## src/rtl/mc_ctrl_pkg.sv

```systemverilog
// Shared encodings for the multicycle MIPS-subset control unit: opcodes, functs,
// FSM states and the select codes seen by the datapath muxes.
package mc_ctrl_pkg;

    localparam logic [5:0] OP_RTYPE = 6'h00;
    localparam logic [5:0] OP_J     = 6'h02;
    localparam logic [5:0] OP_JAL   = 6'h03;
    localparam logic [5:0] OP_BEQ   = 6'h04;
    localparam logic [5:0] OP_BNE   = 6'h05;
    localparam logic [5:0] OP_ADDI  = 6'h08;
    localparam logic [5:0] OP_LUI   = 6'h0F;
    localparam logic [5:0] OP_LW    = 6'h23;
    localparam logic [5:0] OP_SW    = 6'h2B;

    localparam logic [5:0] FN_JR    = 6'h08;
    localparam logic [5:0] FN_ADD   = 6'h20;
    localparam logic [5:0] FN_SUB   = 6'h22;
    localparam logic [5:0] FN_AND   = 6'h24;
    localparam logic [5:0] FN_OR    = 6'h25;
    localparam logic [5:0] FN_SLT   = 6'h2A;

    typedef enum logic [4:0] {
        S_RESET,
        S_FETCH,
        S_DECODE,
        S_EXEC_R,
        S_WB_R,
        S_EXEC_I,
        S_WB_I,
        S_ADDR,
        S_MEM_RD,
        S_WB_LOAD,
        S_MEM_WR,
        S_BRANCH,
        S_JUMP,
        S_JAL,
        S_JR,
        S_LUI,
        S_ILLEGAL
`ifdef MC_OVERFLOW_EXC_EN
        , S_EXC
`endif
    } state_t;

    localparam logic [2:0] ALU_ADD = 3'd0;
    localparam logic [2:0] ALU_SUB = 3'd1;
    localparam logic [2:0] ALU_AND = 3'd2;
    localparam logic [2:0] ALU_OR  = 3'd3;
    localparam logic [2:0] ALU_SLT = 3'd4;
    localparam logic [2:0] ALU_LUI = 3'd5;

    localparam logic [2:0] PCSRC_ALU    = 3'd0;
    localparam logic [2:0] PCSRC_ALUOUT = 3'd1;
    localparam logic [2:0] PCSRC_JUMP   = 3'd2;
    localparam logic [2:0] PCSRC_REGA   = 3'd3;
    localparam logic [2:0] PCSRC_EXC    = 3'd4;

    // Destination codes are shared with the register-destination mux downstream.
    localparam logic [1:0] RD_RT = 2'd0;
    localparam logic [1:0] RD_RA = 2'd1;
    localparam logic [1:0] RD_SP = 2'd2;
    localparam logic [1:0] RD_RD = 2'd3;

    localparam logic [1:0] M2R_ALU   = 2'd0;
    localparam logic [1:0] M2R_MDR   = 2'd1;
    localparam logic [1:0] M2R_PC    = 2'd2;
    localparam logic [1:0] M2R_CONST = 2'd3;

    localparam int SP_INIT = 227;

    function automatic logic [2:0] funct_alu_op(input logic [5:0] funct);
        case (funct)
            FN_SUB:  return ALU_SUB;
            FN_AND:  return ALU_AND;
            FN_OR:   return ALU_OR;
            FN_SLT:  return ALU_SLT;
            default: return ALU_ADD;
        endcase
    endfunction

    function automatic logic is_addsub(input logic [5:0] funct);
        return (funct == FN_ADD) || (funct == FN_SUB);
    endfunction

endpackage

```

## src/rtl/mc_control_fsm_if.sv

```systemverilog
// Control bundle between the multicycle control FSM (master) and the shared
// datapath (slave): instruction fields and ALU flags in, control strobes out.
interface mc_control_fsm_if;

    logic [5:0] opcode;
    logic [5:0] funct;
    logic       zero;
    logic       overflow;

    logic       pc_write;
    logic [2:0] pc_source;
    logic       ir_write;
    logic       mdr_write;
    logic       ab_write;
    logic       alu_out_write;
    logic       iord;
    logic       mem_write;
    logic       reg_write;
    logic [1:0] reg_dest;
    logic [1:0] mem_to_reg;
    logic       alu_src_a;
    logic [1:0] alu_src_b;
    logic [2:0] alu_op;
    logic       epc_write;
    logic [4:0] state_dbg;

    modport master (
        input  opcode, funct, zero, overflow,
        output pc_write, pc_source, ir_write, mdr_write, ab_write, alu_out_write,
               iord, mem_write, reg_write, reg_dest, mem_to_reg, alu_src_a,
               alu_src_b, alu_op, epc_write, state_dbg
    );

    modport slave (
        output opcode, funct, zero, overflow,
        input  pc_write, pc_source, ir_write, mdr_write, ab_write, alu_out_write,
               iord, mem_write, reg_write, reg_dest, mem_to_reg, alu_src_a,
               alu_src_b, alu_op, epc_write, state_dbg
    );

endinterface

```

## src/rtl/mc_wait_counter.sv

```systemverilog
// Memory wait-state counter: advances 0..MEM_WAIT while start is high and
// raises done on the final count; clear returns it to zero.
module mc_wait_counter #(
    parameter int MEM_WAIT = 2
) (
    input  logic clk,
    input  logic reset_n,
    input  logic start,
    input  logic clear,
    output logic done
);

    localparam int CW = (MEM_WAIT < 1) ? 1 : $clog2(MEM_WAIT + 1);

    logic [CW-1:0] count;

    always_ff @(posedge clk) begin
        if (!reset_n) begin
            count <= '0;
        end else if (clear) begin
            count <= '0;
        end else if (start && !done) begin
            count <= count + 1'b1;
        end
    end

    assign done = (count == CW'(MEM_WAIT));

endmodule

```

## src/rtl/mc_control_fsm.sv

```systemverilog
// Multicycle MIPS-subset control unit: Moore FSM with a Mealy branch pc_write.
// Define MC_OVERFLOW_EXC_EN to add the overflow/illegal-opcode EXC state.
module mc_control_fsm
    import mc_ctrl_pkg::*;
#(
    parameter int MEM_WAIT    = 2,
    parameter int SP_INIT_SEL = 3
) (
    input  logic               clk,
    input  logic               reset_n,
    mc_control_fsm_if.master   bus
);

    state_t state;
    state_t next_state;
    state_t out_state;
    logic   wait_active;
    logic   wait_done;
    logic   ovf_q;

    assign wait_active = (state == S_FETCH) || (state == S_MEM_RD);

    mc_wait_counter #(.MEM_WAIT(MEM_WAIT)) u_wait (
        .clk     (clk),
        .reset_n (reset_n),
        .start   (wait_active),
        .clear   (wait_active && wait_done),
        .done    (wait_done)
    );

    always_ff @(posedge clk) begin
        if (!reset_n) begin
            state <= S_RESET;
        end else begin
            state <= next_state;
        end
    end

    // Overflow is sampled in the execute cycle and consumed at writeback.
    always_ff @(posedge clk) begin
        if (!reset_n) begin
            ovf_q <= 1'b0;
        end else if (state == S_DECODE) begin
            ovf_q <= 1'b0;
        end else if (state == S_EXEC_R) begin
            ovf_q <= is_addsub(bus.funct) && bus.overflow;
        end else if (state == S_EXEC_I) begin
            ovf_q <= bus.overflow;
        end
    end

`ifndef MC_OVERFLOW_EXC_EN
    logic unused_ovf;
    assign unused_ovf = ovf_q;
`endif

    always_comb begin
        next_state = S_FETCH;
        case (state)
            S_RESET:   next_state = S_FETCH;
            S_FETCH:   next_state = wait_done ? S_DECODE : S_FETCH;
            S_DECODE: begin
                case (bus.opcode)
                    OP_RTYPE: begin
                        case (bus.funct)
                            FN_JR:                                    next_state = S_JR;
                            FN_ADD, FN_SUB, FN_AND, FN_OR, FN_SLT:    next_state = S_EXEC_R;
                            default:                                  next_state = S_ILLEGAL;
                        endcase
                    end
                    OP_ADDI:        next_state = S_EXEC_I;
                    OP_LW, OP_SW:   next_state = S_ADDR;
                    OP_BEQ, OP_BNE: next_state = S_BRANCH;
                    OP_J:           next_state = S_JUMP;
                    OP_JAL:         next_state = S_JAL;
                    OP_LUI:         next_state = S_LUI;
                    default:        next_state = S_ILLEGAL;
                endcase
            end
            S_EXEC_R:  next_state = S_WB_R;
            S_EXEC_I:  next_state = S_WB_I;
            S_LUI:     next_state = S_WB_I;
            S_ADDR:    next_state = (bus.opcode == OP_LW) ? S_MEM_RD : S_MEM_WR;
            S_MEM_RD:  next_state = wait_done ? S_WB_LOAD : S_MEM_RD;
`ifdef MC_OVERFLOW_EXC_EN
            S_WB_R:    next_state = ovf_q ? S_EXC : S_FETCH;
            S_WB_I:    next_state = ovf_q ? S_EXC : S_FETCH;
            S_ILLEGAL: next_state = S_EXC;
`endif
            default:   next_state = S_FETCH;
        endcase
    end

    // While reset is held the outputs already perform the $sp init write.
    assign out_state = reset_n ? state : S_RESET;

    always_comb begin
        bus.pc_write      = 1'b0;
        bus.pc_source     = PCSRC_ALU;
        bus.ir_write      = 1'b0;
        bus.mdr_write     = 1'b0;
        bus.ab_write      = 1'b0;
        bus.alu_out_write = 1'b0;
        bus.iord          = 1'b0;
        bus.mem_write     = 1'b0;
        bus.reg_write     = 1'b0;
        bus.reg_dest      = RD_RT;
        bus.mem_to_reg    = M2R_ALU;
        bus.alu_src_a     = 1'b0;
        bus.alu_src_b     = 2'd0;
        bus.alu_op        = ALU_ADD;
        bus.epc_write     = 1'b0;
        case (out_state)
            S_RESET: begin
                bus.reg_write  = 1'b1;
                bus.reg_dest   = RD_SP;
                bus.mem_to_reg = 2'(SP_INIT_SEL);
            end
            S_FETCH: begin
                bus.alu_src_b = 2'd1;
                bus.ir_write  = wait_done;
                bus.pc_write  = wait_done;
            end
            S_DECODE: begin
                bus.ab_write      = 1'b1;
                bus.alu_src_b     = 2'd3;
                bus.alu_out_write = 1'b1;
            end
            S_EXEC_R: begin
                bus.alu_src_a     = 1'b1;
                bus.alu_op        = funct_alu_op(bus.funct);
                bus.alu_out_write = 1'b1;
            end
            S_EXEC_I, S_ADDR: begin
                bus.alu_src_a     = 1'b1;
                bus.alu_src_b     = 2'd2;
                bus.alu_out_write = 1'b1;
            end
            S_WB_R, S_WB_I: begin
`ifdef MC_OVERFLOW_EXC_EN
                bus.reg_write = !ovf_q;
`else
                bus.reg_write = 1'b1;
`endif
                bus.reg_dest  = (out_state == S_WB_R) ? RD_RD : RD_RT;
            end
            S_MEM_RD: begin
                bus.iord      = 1'b1;
                bus.mdr_write = wait_done;
            end
            S_WB_LOAD: begin
                bus.reg_write  = 1'b1;
                bus.mem_to_reg = M2R_MDR;
            end
            S_MEM_WR: begin
                bus.iord      = 1'b1;
                bus.mem_write = 1'b1;
            end
            S_BRANCH: begin
                bus.alu_src_a = 1'b1;
                bus.alu_op    = ALU_SUB;
                bus.pc_source = PCSRC_ALUOUT;
                bus.pc_write  = ((bus.opcode == OP_BEQ) && bus.zero) ||
                                ((bus.opcode == OP_BNE) && !bus.zero);
            end
            S_JUMP: begin
                bus.pc_write  = 1'b1;
                bus.pc_source = PCSRC_JUMP;
            end
            S_JAL: begin
                bus.pc_write   = 1'b1;
                bus.pc_source  = PCSRC_JUMP;
                bus.reg_write  = 1'b1;
                bus.reg_dest   = RD_RA;
                bus.mem_to_reg = M2R_PC;
            end
            S_JR: begin
                bus.pc_write  = 1'b1;
                bus.pc_source = PCSRC_REGA;
            end
            S_LUI: begin
                bus.alu_src_b     = 2'd2;
                bus.alu_op        = ALU_LUI;
                bus.alu_out_write = 1'b1;
            end
`ifdef MC_OVERFLOW_EXC_EN
            S_EXC: begin
                bus.alu_src_b = 2'd1;
                bus.alu_op    = ALU_SUB;
                bus.epc_write = 1'b1;
                bus.pc_write  = 1'b1;
                bus.pc_source = PCSRC_EXC;
            end
`endif
            default: begin
            end
        endcase
    end

    assign bus.state_dbg = state;

endmodule

```

## src/flat_wrapper.sv

```systemverilog
// flat-port wrapper written by rule: the top's interface ports become plain ports
module mc_control_fsm_flat import mc_ctrl_pkg::*;
#(
    parameter int MEM_WAIT    = 2,
    parameter int SP_INIT_SEL = 3
)
  (clk, reset_n, bus_opcode, bus_funct, bus_zero, bus_overflow, bus_pc_write, bus_pc_source, bus_ir_write, bus_mdr_write, bus_ab_write, bus_alu_out_write, bus_iord, bus_mem_write, bus_reg_write, bus_reg_dest, bus_mem_to_reg, bus_alu_src_a, bus_alu_src_b, bus_alu_op, bus_epc_write, bus_state_dbg);
  mc_control_fsm_if bus_i ();
  input  logic clk;
  input  logic reset_n;
  input wire logic [$bits(bus_i.opcode)-1:0] bus_opcode;
  input wire logic [$bits(bus_i.funct)-1:0] bus_funct;
  input wire logic [$bits(bus_i.zero)-1:0] bus_zero;
  input wire logic [$bits(bus_i.overflow)-1:0] bus_overflow;
  output wire logic [$bits(bus_i.pc_write)-1:0] bus_pc_write;
  output wire logic [$bits(bus_i.pc_source)-1:0] bus_pc_source;
  output wire logic [$bits(bus_i.ir_write)-1:0] bus_ir_write;
  output wire logic [$bits(bus_i.mdr_write)-1:0] bus_mdr_write;
  output wire logic [$bits(bus_i.ab_write)-1:0] bus_ab_write;
  output wire logic [$bits(bus_i.alu_out_write)-1:0] bus_alu_out_write;
  output wire logic [$bits(bus_i.iord)-1:0] bus_iord;
  output wire logic [$bits(bus_i.mem_write)-1:0] bus_mem_write;
  output wire logic [$bits(bus_i.reg_write)-1:0] bus_reg_write;
  output wire logic [$bits(bus_i.reg_dest)-1:0] bus_reg_dest;
  output wire logic [$bits(bus_i.mem_to_reg)-1:0] bus_mem_to_reg;
  output wire logic [$bits(bus_i.alu_src_a)-1:0] bus_alu_src_a;
  output wire logic [$bits(bus_i.alu_src_b)-1:0] bus_alu_src_b;
  output wire logic [$bits(bus_i.alu_op)-1:0] bus_alu_op;
  output wire logic [$bits(bus_i.epc_write)-1:0] bus_epc_write;
  output wire logic [$bits(bus_i.state_dbg)-1:0] bus_state_dbg;
  assign bus_i.opcode = bus_opcode;
  assign bus_i.funct = bus_funct;
  assign bus_i.zero = bus_zero;
  assign bus_i.overflow = bus_overflow;
  assign bus_pc_write = bus_i.pc_write;
  assign bus_pc_source = bus_i.pc_source;
  assign bus_ir_write = bus_i.ir_write;
  assign bus_mdr_write = bus_i.mdr_write;
  assign bus_ab_write = bus_i.ab_write;
  assign bus_alu_out_write = bus_i.alu_out_write;
  assign bus_iord = bus_i.iord;
  assign bus_mem_write = bus_i.mem_write;
  assign bus_reg_write = bus_i.reg_write;
  assign bus_reg_dest = bus_i.reg_dest;
  assign bus_mem_to_reg = bus_i.mem_to_reg;
  assign bus_alu_src_a = bus_i.alu_src_a;
  assign bus_alu_src_b = bus_i.alu_src_b;
  assign bus_alu_op = bus_i.alu_op;
  assign bus_epc_write = bus_i.epc_write;
  assign bus_state_dbg = bus_i.state_dbg;
  mc_control_fsm #(.MEM_WAIT(MEM_WAIT), .SP_INIT_SEL(SP_INIT_SEL)) u_core (.clk(clk), .reset_n(reset_n), .bus(bus_i));
endmodule
```

## config.mk

```make
export PLATFORM = sky130hd
export DESIGN_NAME = mc_control_fsm_flat
export DESIGN_NICKNAME = d
export VERILOG_FILES = /design/src/rtl/mc_ctrl_pkg.sv /design/src/rtl/mc_control_fsm_if.sv /design/src/rtl/mc_wait_counter.sv /design/src/rtl/mc_control_fsm.sv /design/src/flat_wrapper.sv
export SDC_FILE = /design/constraint.sdc
export NUM_CORES = 1
export LEC_CHECK = 0
export CAP_MARGIN = 30
export CORE_ASPECT_RATIO = 1.5
export CORE_MARGIN = 2
export CORE_UTILIZATION = 25
export DETAILED_ROUTE_END_ITERATION = 16
export GPL_TIMING_DRIVEN = 0
export PLACE_DENSITY = 0.5
export SLEW_MARGIN = 20
export SYNTH_ARGS = -nofsm -noshare
export SYNTH_HDL_FRONTEND = slang
export SYNTH_SLANG_ARGS = --single-unit
```

## constraint.sdc

```tcl
create_clock -name clk -period 1.65 [get_ports clk]
set_input_delay 0.165 -clock clk [delete_from_list [all_inputs] [get_ports clk]]
set_output_delay 0.165 -clock clk [all_outputs]
set_load 0.01 [all_outputs]
```

==> results of run 1 <==
-- sequential cells by signal (all words and copies together), names as in the netlist --
register,cells
u_core.bus.state_dbg,5
u_core.u_wait.count,2
-- layer usage --
layer / vias to the layer above / GRT usage
li1: 738 / -
met1: 724 / 0.193
met2: 73 / 0.307
met3: 10 / 0.0229
met4: 0 / 0.0719
met5: - / 0
-- worst paths after layout --
| kind | to | slack, ps | cells past startpoint |
|---|---|---|---|
| worst min-delay path | u_core.u_wait.count[0] | 370 | 3 |
| worst max-delay path | bus_alu_op[1] | -170 | 5 |
| worst max register to register | u_core.bus.state_dbg[2] | -150 | 6 |
| worst min register to register | u_core.u_wait.count[1] | 460 | 2 |
-- where the power goes --
part / switching, mW / internal, mW
Combinational: 0.148 / 0.147
Clock: 0.0998 / 0.169
Sequential: 0.00649 / 0.173
-- logic make-up after synthesis --
logic type,count (synthesis)
adder cells (fa/ha/maj),1
flip-flops,7
other,1
XOR/XNOR,5
AO/OA/AOI/OAI,49
multiplexers,1
AND/OR/NAND/NOR,83
buffers and inverters,19
-- worst register-to-register path: cells and delay by family (launching register included) --
family,cells,cell delay [ps]
compound gates,2,230
buf+inv,1,110
flops,1,350
simple gates,3,1030
-- stage by stage --
step,area [um2],setup TNS (ps),util,setup WS (ps)
3_3_place_gp,1540,-13050,0.363,-983
4_1_cts,1770,-694,0.416,-168
5_1_grt,1960,-1330,0.461,-244
2_1_floorplan,1110,0,-,34.2
3_5_place_dp,1540,-12890,0.363,-999
6_report,1960,-900,0.461,-174
-- cell usage in the layout, fill, tap and decap left out, types with 3 or more instances in the layout --
cell,n
buf_4,19
buf_2,19
nand2_1,11
nor2_1,11
a21oi_1,11
clkdlybuf4s50_1,9
or3_1,7
dlygate4sd2_1,7
nand2b_1,6
inv_1,5
o21ai_0,5
nor3_1,5
buf_6,4
a21oi_2,4
nor3_2,4
clkbuf_16,3
o31ai_1,3
o41ai_1,3
nand4_1,3
a31oi_1,3
xnor2_1,3
a211oi_1,3
clkbuf_8,3
dfxtp_4,3
-- area by class of cell --
type / instances / area (um2)
fill: 422 / 2290
multi-input combinational: 141 / 1080
timing repair buffer: 56 / 443
buffer: 13 / 159
sequential: 7 / 154
tap: 46 / 57.6
clock buffer: 4 / 45.0
inverter: 5 / 18.8
-- timing repair --
action	in CTS	in global routing
resized for setup	132	37
pin swaps	14	8
setup endpoints to repair	25	20
buffers inserted	8	10
gates cloned	0	1
==> run summary, run 1 <==
Final GP Congestion: 0.871
vias in the first global route: 1,431
Post-Syn Area: 1100 um2
critical path endpoint category: primary output
CP Cell Sequence: and2b_2, nand4_1, or3_4, nor3b_2, buf_2
worst setup slack after layout: -174 ps
Syn Inst Count: 166
Hold WC Path Type: primary input to flop
Worst VDD drop: 0.000329 V
compound-cell area share of the yosys netlist: 0.291
top post-synthesis cells by area: dfxtp_1 13%, a21oi_1 6.8%, nor3_1 5.0%
die width: 58.2 um
Worst-path clk slew: 50 ps
CTS sink cnt: 7
outcome: finished, violations left
slowest CP cell: or3_4
IO Count: 43
register area share after synthesis: 0.127
first-pass GRT wire length: 6.65 mm
Worst setup SP type: flop
initial core utilization: 0.259
CP required: 1480 ps
met3 wire len: 286 um
overall power: 744 uW
syn avg cell area: 6.63 um2
Longest Clk Path Bufs: 2
Post-Route WL: 4.37 mm
CP startpoint: u_core.bus.state_dbg[4]
routed vias/inst: 5.68
final number of max-transition violations: 0
mux contribution to synthesized area: 0.00910
Worst R2R Start: u_core.bus.state_dbg[0]
Setup Crit Path Kind: flop to primary output
H-tree Lvls: 1
post-synth cell types: 50
crit-path max FO: 4
area share of the largest cell type after synthesis: 0.127
MaxCap Viol Count: 0
Period minus WS final: 1820 ps
Clock Tree Root: clkbuf_8
Top Metal Used: met4
row cnt: 29
Buf+Inv Stages, Crit Path: 1
vias after detailed routing: 1,545
core area: 4250 um2
Max Clk Rate: 548 MHz
skew final: 1.47 ps
PwrDens: 380 nW/um2
cts hold-fix bufs: 0
Largest stage delay, worst path: 380 ps
nets: 244
die footprint: 4960 um2
Total Routing Usage GR: 0.170
Die Height: 85.2 um
failing checks: negative setup slack
most frequent cell after synthesis: a21oi_1
ys async rst share: 0
xor/xnor share of the synthesized area: 0.0398
dpl hpwl: 2.92 mm
Worst path top cell family by delay: simple AND/OR/NAND/NOR gates
Diodes inserted: 0
Skew-Pair Late Insertion Delay: 240 ps
Post-Synth Simple-Gate Area: 0.427
DR DRC count: 0
Final Setup Violations: 8
number of CTS-inserted buffers: 3
hold path start: reset_n
initial antenna violation count: 0
Met1 Wirelength: 1.77 mm
Leak: 0.804 nW
Hold Worst Slack: 370 ps
CTS tree: done
Synthesis Warnings: 0
GRT overflow: 0
post-synthesis adder-cell area fraction: 0.0114
Post-synth EDFFs: 0
TritonRoute pass-1 iters: 4
Initial DRC Count: 79
WL/cell: 16.1 um
Synth Register Bits: 7
routed wire length on met2: 2.23 mm
final hold vios: 0
port bufs: 37
share of layout cells above drive strength 1: 0.447
fin cells: 272
antenna-violating nets left: 0
largest family of logic cells by synthesized area: simple AND/OR/NAND/NOR gates
period utilisation layout: 1.11
Layout area overhead: 77.9%
RSZ-0062 raised after global routing: yes
pin count of the biggest net entering global routing: 11
Cells after DPL: 250
Top FF cell, synth: dfxtp_1
area leader, netlist: dfxtp_1
worst endpoint data arrival time: 1660 ps
synth cell count leaders: 15 x a21oi_1, 14 x nor2_1, 13 x nand2_1
(Power assumes the default switching activity.)
==> inputs of run 2 (changes only) <==
--- a/config.mk
+++ b/config.mk
@@ -12,6 +12,7 @@
 export DETAILED_ROUTE_END_ITERATION = 16
 export GPL_TIMING_DRIVEN = 0
 export PLACE_DENSITY = 0.5
+export RECOVER_POWER = 50
 export SLEW_MARGIN = 20
 export SYNTH_ARGS = -nofsm -noshare
 export SYNTH_HDL_FRONTEND = slang
==> run summary, run 2 (synthesized netlist as in run 1, its figures left out) <==
RSZ-0062 raised after global routing: yes
routed vias/inst: 5.67 (-0.13%)
Layout area overhead: 77.9% (unchanged)
Worst VDD drop: 0.000329 V (about the same)
Diodes inserted: 0 (unchanged)
final instance area: 1960 um2 (unchanged)
end of the worst register-to-register path: u_core.bus.state_dbg[2]
core area: 4250 um2 (unchanged)
Clk pwr share: 0.362 (about the same)
die width: 58.2 um (unchanged)
Sw Pwr: 254 uW (about the same)
overall power: 744 uW (about the same)
Total Routing Usage GR: 0.170 (unchanged)
Die Height: 85.2 um (unchanged)
Period minus WS final: 1820 ps (-0.333 ps)
final number of max-transition violations: 0 (unchanged)
row cnt: 29 (unchanged)
TritonRoute pass-1 iters: 4 (unchanged)
worst endpoint data arrival time: 1660 ps (about the same)
initial antenna violation count: 0 (unchanged)
CTS tree: done
dpl hpwl: 2.92 mm (unchanged)
critical path endpoint category: primary output
skew final: 1.47 ps (-0.00305 ps)
failing checks: negative setup slack
CTS sink cnt: 7 (unchanged)
first-pass GRT wire length: 6.65 mm (unchanged)
number of CTS-inserted buffers: 3 (unchanged)
Setup Crit Path Kind: flop to primary output
period utilisation layout: 1.11 (about the same)
dpl ws: -999 ps (unchanged)
switching part of the total power: 0.341 (about the same)
MaxCap Viol Count: 0 (unchanged)
share of layout cells above drive strength 1: 0.447 (unchanged)
Leak: 0.811 nW (+0.89%)
initial core utilization: 0.259 (unchanged)
max FFs per register: 5 (unchanged)
Reg power frac: 0.242 (about the same)
worst setup slack after layout: -174 ps (+0.333 ps)
Longest Clk Path Bufs: 2 (unchanged)
final hold vios: 0 (unchanged)
DR DRC count: 0 (unchanged)
Skew-Pair Late Insertion Delay: 240 ps (about the same)
pin count of the biggest net entering global routing: 11 (unchanged)
Hold WC Path Type: primary input to flop
antenna-violating nets left: 0 (unchanged)
Clock Tree Root: clkbuf_8
outcome: finished, violations left
vias after detailed routing: 1,543 (-0.13%)
crit-path max FO: 4 (unchanged)
reg2reg setup slack: -150 ps (about the same)
Final GP Congestion: 0.871 (unchanged)
CP required: 1480 ps (about the same)
DP Area: 1540 um2 (unchanged)
Final Setup Violations: 8 (unchanged)
H-tree Lvls: 1 (unchanged)
PwrDens: 380 nW/um2 (about the same)
Max Clk Rate: 548 MHz (about the same)
Worst setup SP type: flop
GRT overflow: 0 (unchanged)
nets: 244 (unchanged)
Worst R2R Start: u_core.bus.state_dbg[0]
Worst-path clk slew: 50 ps (about the same)
Initial DRC Count: 77 (-2.5%)
crit path to: bus_alu_op[1]
WL/cell: 16.1 um (about the same)
vias in the first global route: 1,431 (unchanged)
die footprint: 4960 um2 (unchanged)
port bufs: 37 (unchanged)
Hold Worst Slack: 370 ps (-0.229 ps)
Int Pwr: 490 uW (about the same)
Setup TNS: -897 ps (+2.64 ps)
CP startpoint: u_core.bus.state_dbg[4]
R2R depth: 6 (unchanged)
cts hold-fix bufs: 0 (unchanged)
Gate power share: 0.397 (about the same)
Post-Route WL: 4.38 mm (about the same)
most frequent cells in the layout: 19 x buf_4, 19 x buf_2, 11 x nand2_1, 11 x nor2_1, 11 x a21oi_1
IO Count: 43 (unchanged)
[run 2: worst min-delay path by stage]
stage	start	to	slack (ps)	cells after the start
after floorplan	reset_n	u_core.u_wait.count[0]	320	2
after global placement	u_core.u_wait.count[1]	u_core.u_wait.count[1]	440	2
after detailed placement	u_core.u_wait.count[1]	u_core.u_wait.count[1]	450	2
after CTS	bus_opcode[3]	u_core.bus.state_dbg[1]	380	3
after global routing	reset_n	u_core.bus.state_dbg[0]	370	3
final	reset_n	u_core.u_wait.count[0]	370	3
[run 2: power by group through the flow]
stage / clock network, mW / registers [mW] / logic (mW)
floorplan: 0 / 0.186 / 0.134
global placement: 0 / 0.187 / 0.227
detailed placement: 0 / 0.187 / 0.229
CTS: 0.269 / 0.185 / 0.260
global route: 0.282 / 0.181 / 0.319
finish: 0.269 / 0.180 / 0.295
[run 2: stage by stage]
stage          utilization  cells
5_1_grt              0.461    272
2_1_floorplan            -    167
4_1_cts              0.416    262
3_3_place_gp         0.363    250
6_report             0.461    272
3_5_place_dp         0.363    250
[run 2: area by class of cell]
type                       count  area [um2]
buffer                        13         159
inverter                       5        18.8
sequential                     7         154
timing repair buffer          56         443
tap                           46        57.6
multi-input combinational    141        1080
clock buffer                   4        45.0
fill                         422        2290
[run 2: what timing repair did]
action	CTS	global route
buffers inserted	8	10
gates cloned	0	1
pin swaps	14	8
gates resized for setup	132	37
setup endpoints to repair	25	20
endpoints found under the hold margin	0	0
[run 2: per-layer routing]
layer	GRT usage	vias up	wire length (um)	part of all wire
met5	0	-	0	0
met4	0.0719	0	77	0.018
met3	0.0229	8	276	0.063
met2	0.307	72	2240	0.51
met1	0.193	725	1780	0.41
li1	-	738	-	-
[run 2: critical path, stage by stage (launching register included)]
cell	delay (ps)
dfxtp_2	310
and2b_2	250
nand4_1	170
or3_4	380
nor3b_2	150
buf_2	140
==> inputs of run 3 (changes only) <==
--- a/config.mk
+++ b/config.mk
@@ -5,13 +5,14 @@
 export SDC_FILE = /design/constraint.sdc
 export NUM_CORES = 1
 export LEC_CHECK = 0
+export ABC_CLOCK_PERIOD_IN_PS = 1650
 export CAP_MARGIN = 30
 export CORE_ASPECT_RATIO = 1.5
 export CORE_MARGIN = 2
-export CORE_UTILIZATION = 25
+export CORE_UTILIZATION = 40
 export DETAILED_ROUTE_END_ITERATION = 16
 export GPL_TIMING_DRIVEN = 0
-export PLACE_DENSITY = 0.5
+export PLACE_DENSITY = 0.74
 export RECOVER_POWER = 50
 export SLEW_MARGIN = 20
 export SYNTH_ARGS = -nofsm -noshare
==> run summary, run 3 (synthesized netlist as in run 1, its figures left out) <==
port bufs: 37 (unchanged)
RSZ-0062 raised after global routing: yes
Reg area: 150 um2 (-2.4%)
CTS tree: done
MaxCap Viol Count: 0 (unchanged)
DR DRC count: 0 (unchanged)
Worst-path clk slew: 40 ps (about the same)
IO Count: 43 (unchanged)
Layout area overhead: 66.7%
GRT overflow: 0 (unchanged)
Period minus WS final: 1800 ps (-20.7 ps)
Diodes inserted: 0 (unchanged)
Die Height: 68.2 um (-20%)
Worst VDD drop: 0.000571 V (+73%)
Total Routing Usage GR: 0.272 (+0.102)
Final Setup Violations: 10 (+2)
skew final: 3.40 ps (+1.94 ps)
dpl hpwl: 2.91 mm (-0.22%)
Initial DRC Count: 66 (-14%)
Final GP Congestion: 0.927 (+6.5%)
fin cells: 255 (-6.3%)
most common cell after layout, fill and taps aside: a21oi_1
initial core utilization: 0.415 (+0.156)
PwrDens: 386 nW/um2 (+1.6%)
CP required: 1480 ps (about the same)
number of fillers in the final layout: 242 (-43%)
share of layout cells above drive strength 1: 0.372 (-0.0753)
DP Area: 1530 um2 (-0.73%)
max FFs per register: 5 (unchanged)
Hold WC Path Type: primary input to flop
final hold vios: 0 (unchanged)
final number of max-transition violations: 0 (unchanged)
row cnt: 23 (-21%)
most frequent cells in the layout: 14 x a21oi_1, 13 x nand2_1, 11 x nor2_1, 11 x buf_2, 11 x buf_4
failing checks: negative setup slack
Setup Crit Path Kind: flop to primary output
die width: 46.8 um (-19%)
period utilisation layout: 1.09 (-0.0125)
GRT met2 Usage: 0.491 (+0.185)
number of CTS-inserted buffers: 3 (unchanged)
pin count of the biggest net entering global routing: 11 (unchanged)
GR Layer Usage met3: 0.0211 (-0.00176)
final instance area: 1830 um2 (-6.3%)
WL/cell: 16.5 um (+2.6%)
TritonRoute pass-1 iters: 4 (unchanged)
footprint of the multi-input gates: 1020 um2 (-5.1%)
Skew-Pair Late Insertion Delay: 230 ps (about the same)
worst endpoint data arrival time: 1640 ps (-20 ps)
core area: 2650 um2 (-38%)
dpl ws: -993 ps (+5.40 ps)
Setup TNS: -600 ps (+297 ps)
routed vias/inst: 5.96 (+5.1%)
Longest Clk Path Bufs: 2 (unchanged)
CTS sink cnt: 7 (unchanged)
initial antenna violation count: 0 (unchanged)
Worst setup SP type: flop
Cells after DPL: 241 (-3.6%)
first-pass GRT wire length: 6.41 mm (-3.6%)
Post-Route WL: 4.21 mm (-3.8%)
antenna-violating nets left: 0 (unchanged)
outcome: finished, violations left
grt peak-use layer: met2
M1 GR Usage: 0.323 (+0.130)
vias in the first global route: 1,394 (-2.6%)
Max Clk Rate: 555 MHz (+1.1%)
vias after detailed routing: 1,520 (-1.5%)
Clock Tree Root: clkbuf_8
die footprint: 3190 um2 (-36%)
crit-path max FO: 4 (unchanged)
H-tree Lvls: 1 (unchanged)
critical path endpoint category: primary output
worst setup slack after layout: -153 ps (+20.7 ps)
nets: 236 (-3.3%)
Leak: 0.751 nW (-7.4%)
==> run 3: changes by cell type in the layout (fill, tap and decap cells not counted), sizes merged <==
cell           delta
buf              -16
clkdlybuf4s50     -2
dlygate4sd2       +2
clkbuf            +2
dlymetal6s2s      +1
clkdlybuf4s15     +4
dlygate4sd3       +1
==> run 3: final timing paths <==
check,endpoint,slack (ps),depth (start not counted),startpoint
hold / removal,u_core.bus.state_dbg[0],420,3,reset_n
setup / recovery,bus_alu_op[1],-150,5,u_core.bus.state_dbg[4]
hold reg to reg,u_core.u_wait.count[1],480,2,u_core.u_wait.count[1]
setup reg to reg,u_core.bus.state_dbg[2],-40,6,u_core.bus.state_dbg[4]
==> run 3: final cells by class <==
| class | count | share of cell area |
|---|---|---|
| Multi-Input combinational cell | 141 | 0.559 |
| Timing Repair Buffer | 48 | 0.231 |
| Sequential cell | 7 | 0.0819 |
| Buffer | 13 | 0.0683 |
| Tap cell | 37 | 0.0253 |
| Clock buffer | 4 | 0.0246 |
| Inverter | 5 | 0.0102 |
==> run 3: routing by layer <==
metal	wire length, um	vias up
met3	272	14
met1	1570	706
li1	-	721
met2	2220	79
met4	148	0
met5	0	-
==> run 3: worst max-delay path, stage by stage (launching register included) <==
cell and delay [ps]:
dfxtp_2 320, and2b_2 250, nand4_1 160, or3_4 370, nor3b_2 170, buf_2 150
==> run 3: timing repair <==
action / CTS / global route
setup endpoints to repair: 25 / 22
gates cloned: 0 / 1
setup buffers: 11 / 1
hold buffers: 0 / 0
pin swaps: 11 / 11
gates resized for setup: 107 / 30
==> run 3: power by group <==
part           total [mW]  internal (mW)  switching, mW
combinational       0.273          0.131          0.142
sequential          0.184          0.175        0.00913
clock               0.251          0.168         0.0828
total               0.708          0.475          0.234
==> run 3: stage by stage <==
step                      hold WS (ps)  power, mW  utilization
after detailed placement           472      0.417        0.578
final                              422      0.708        0.692
after floorplan                    316      0.320            -
after CTS                          423      0.683        0.664
after global routing               448      0.742        0.692
after global placement             444      0.410        0.578
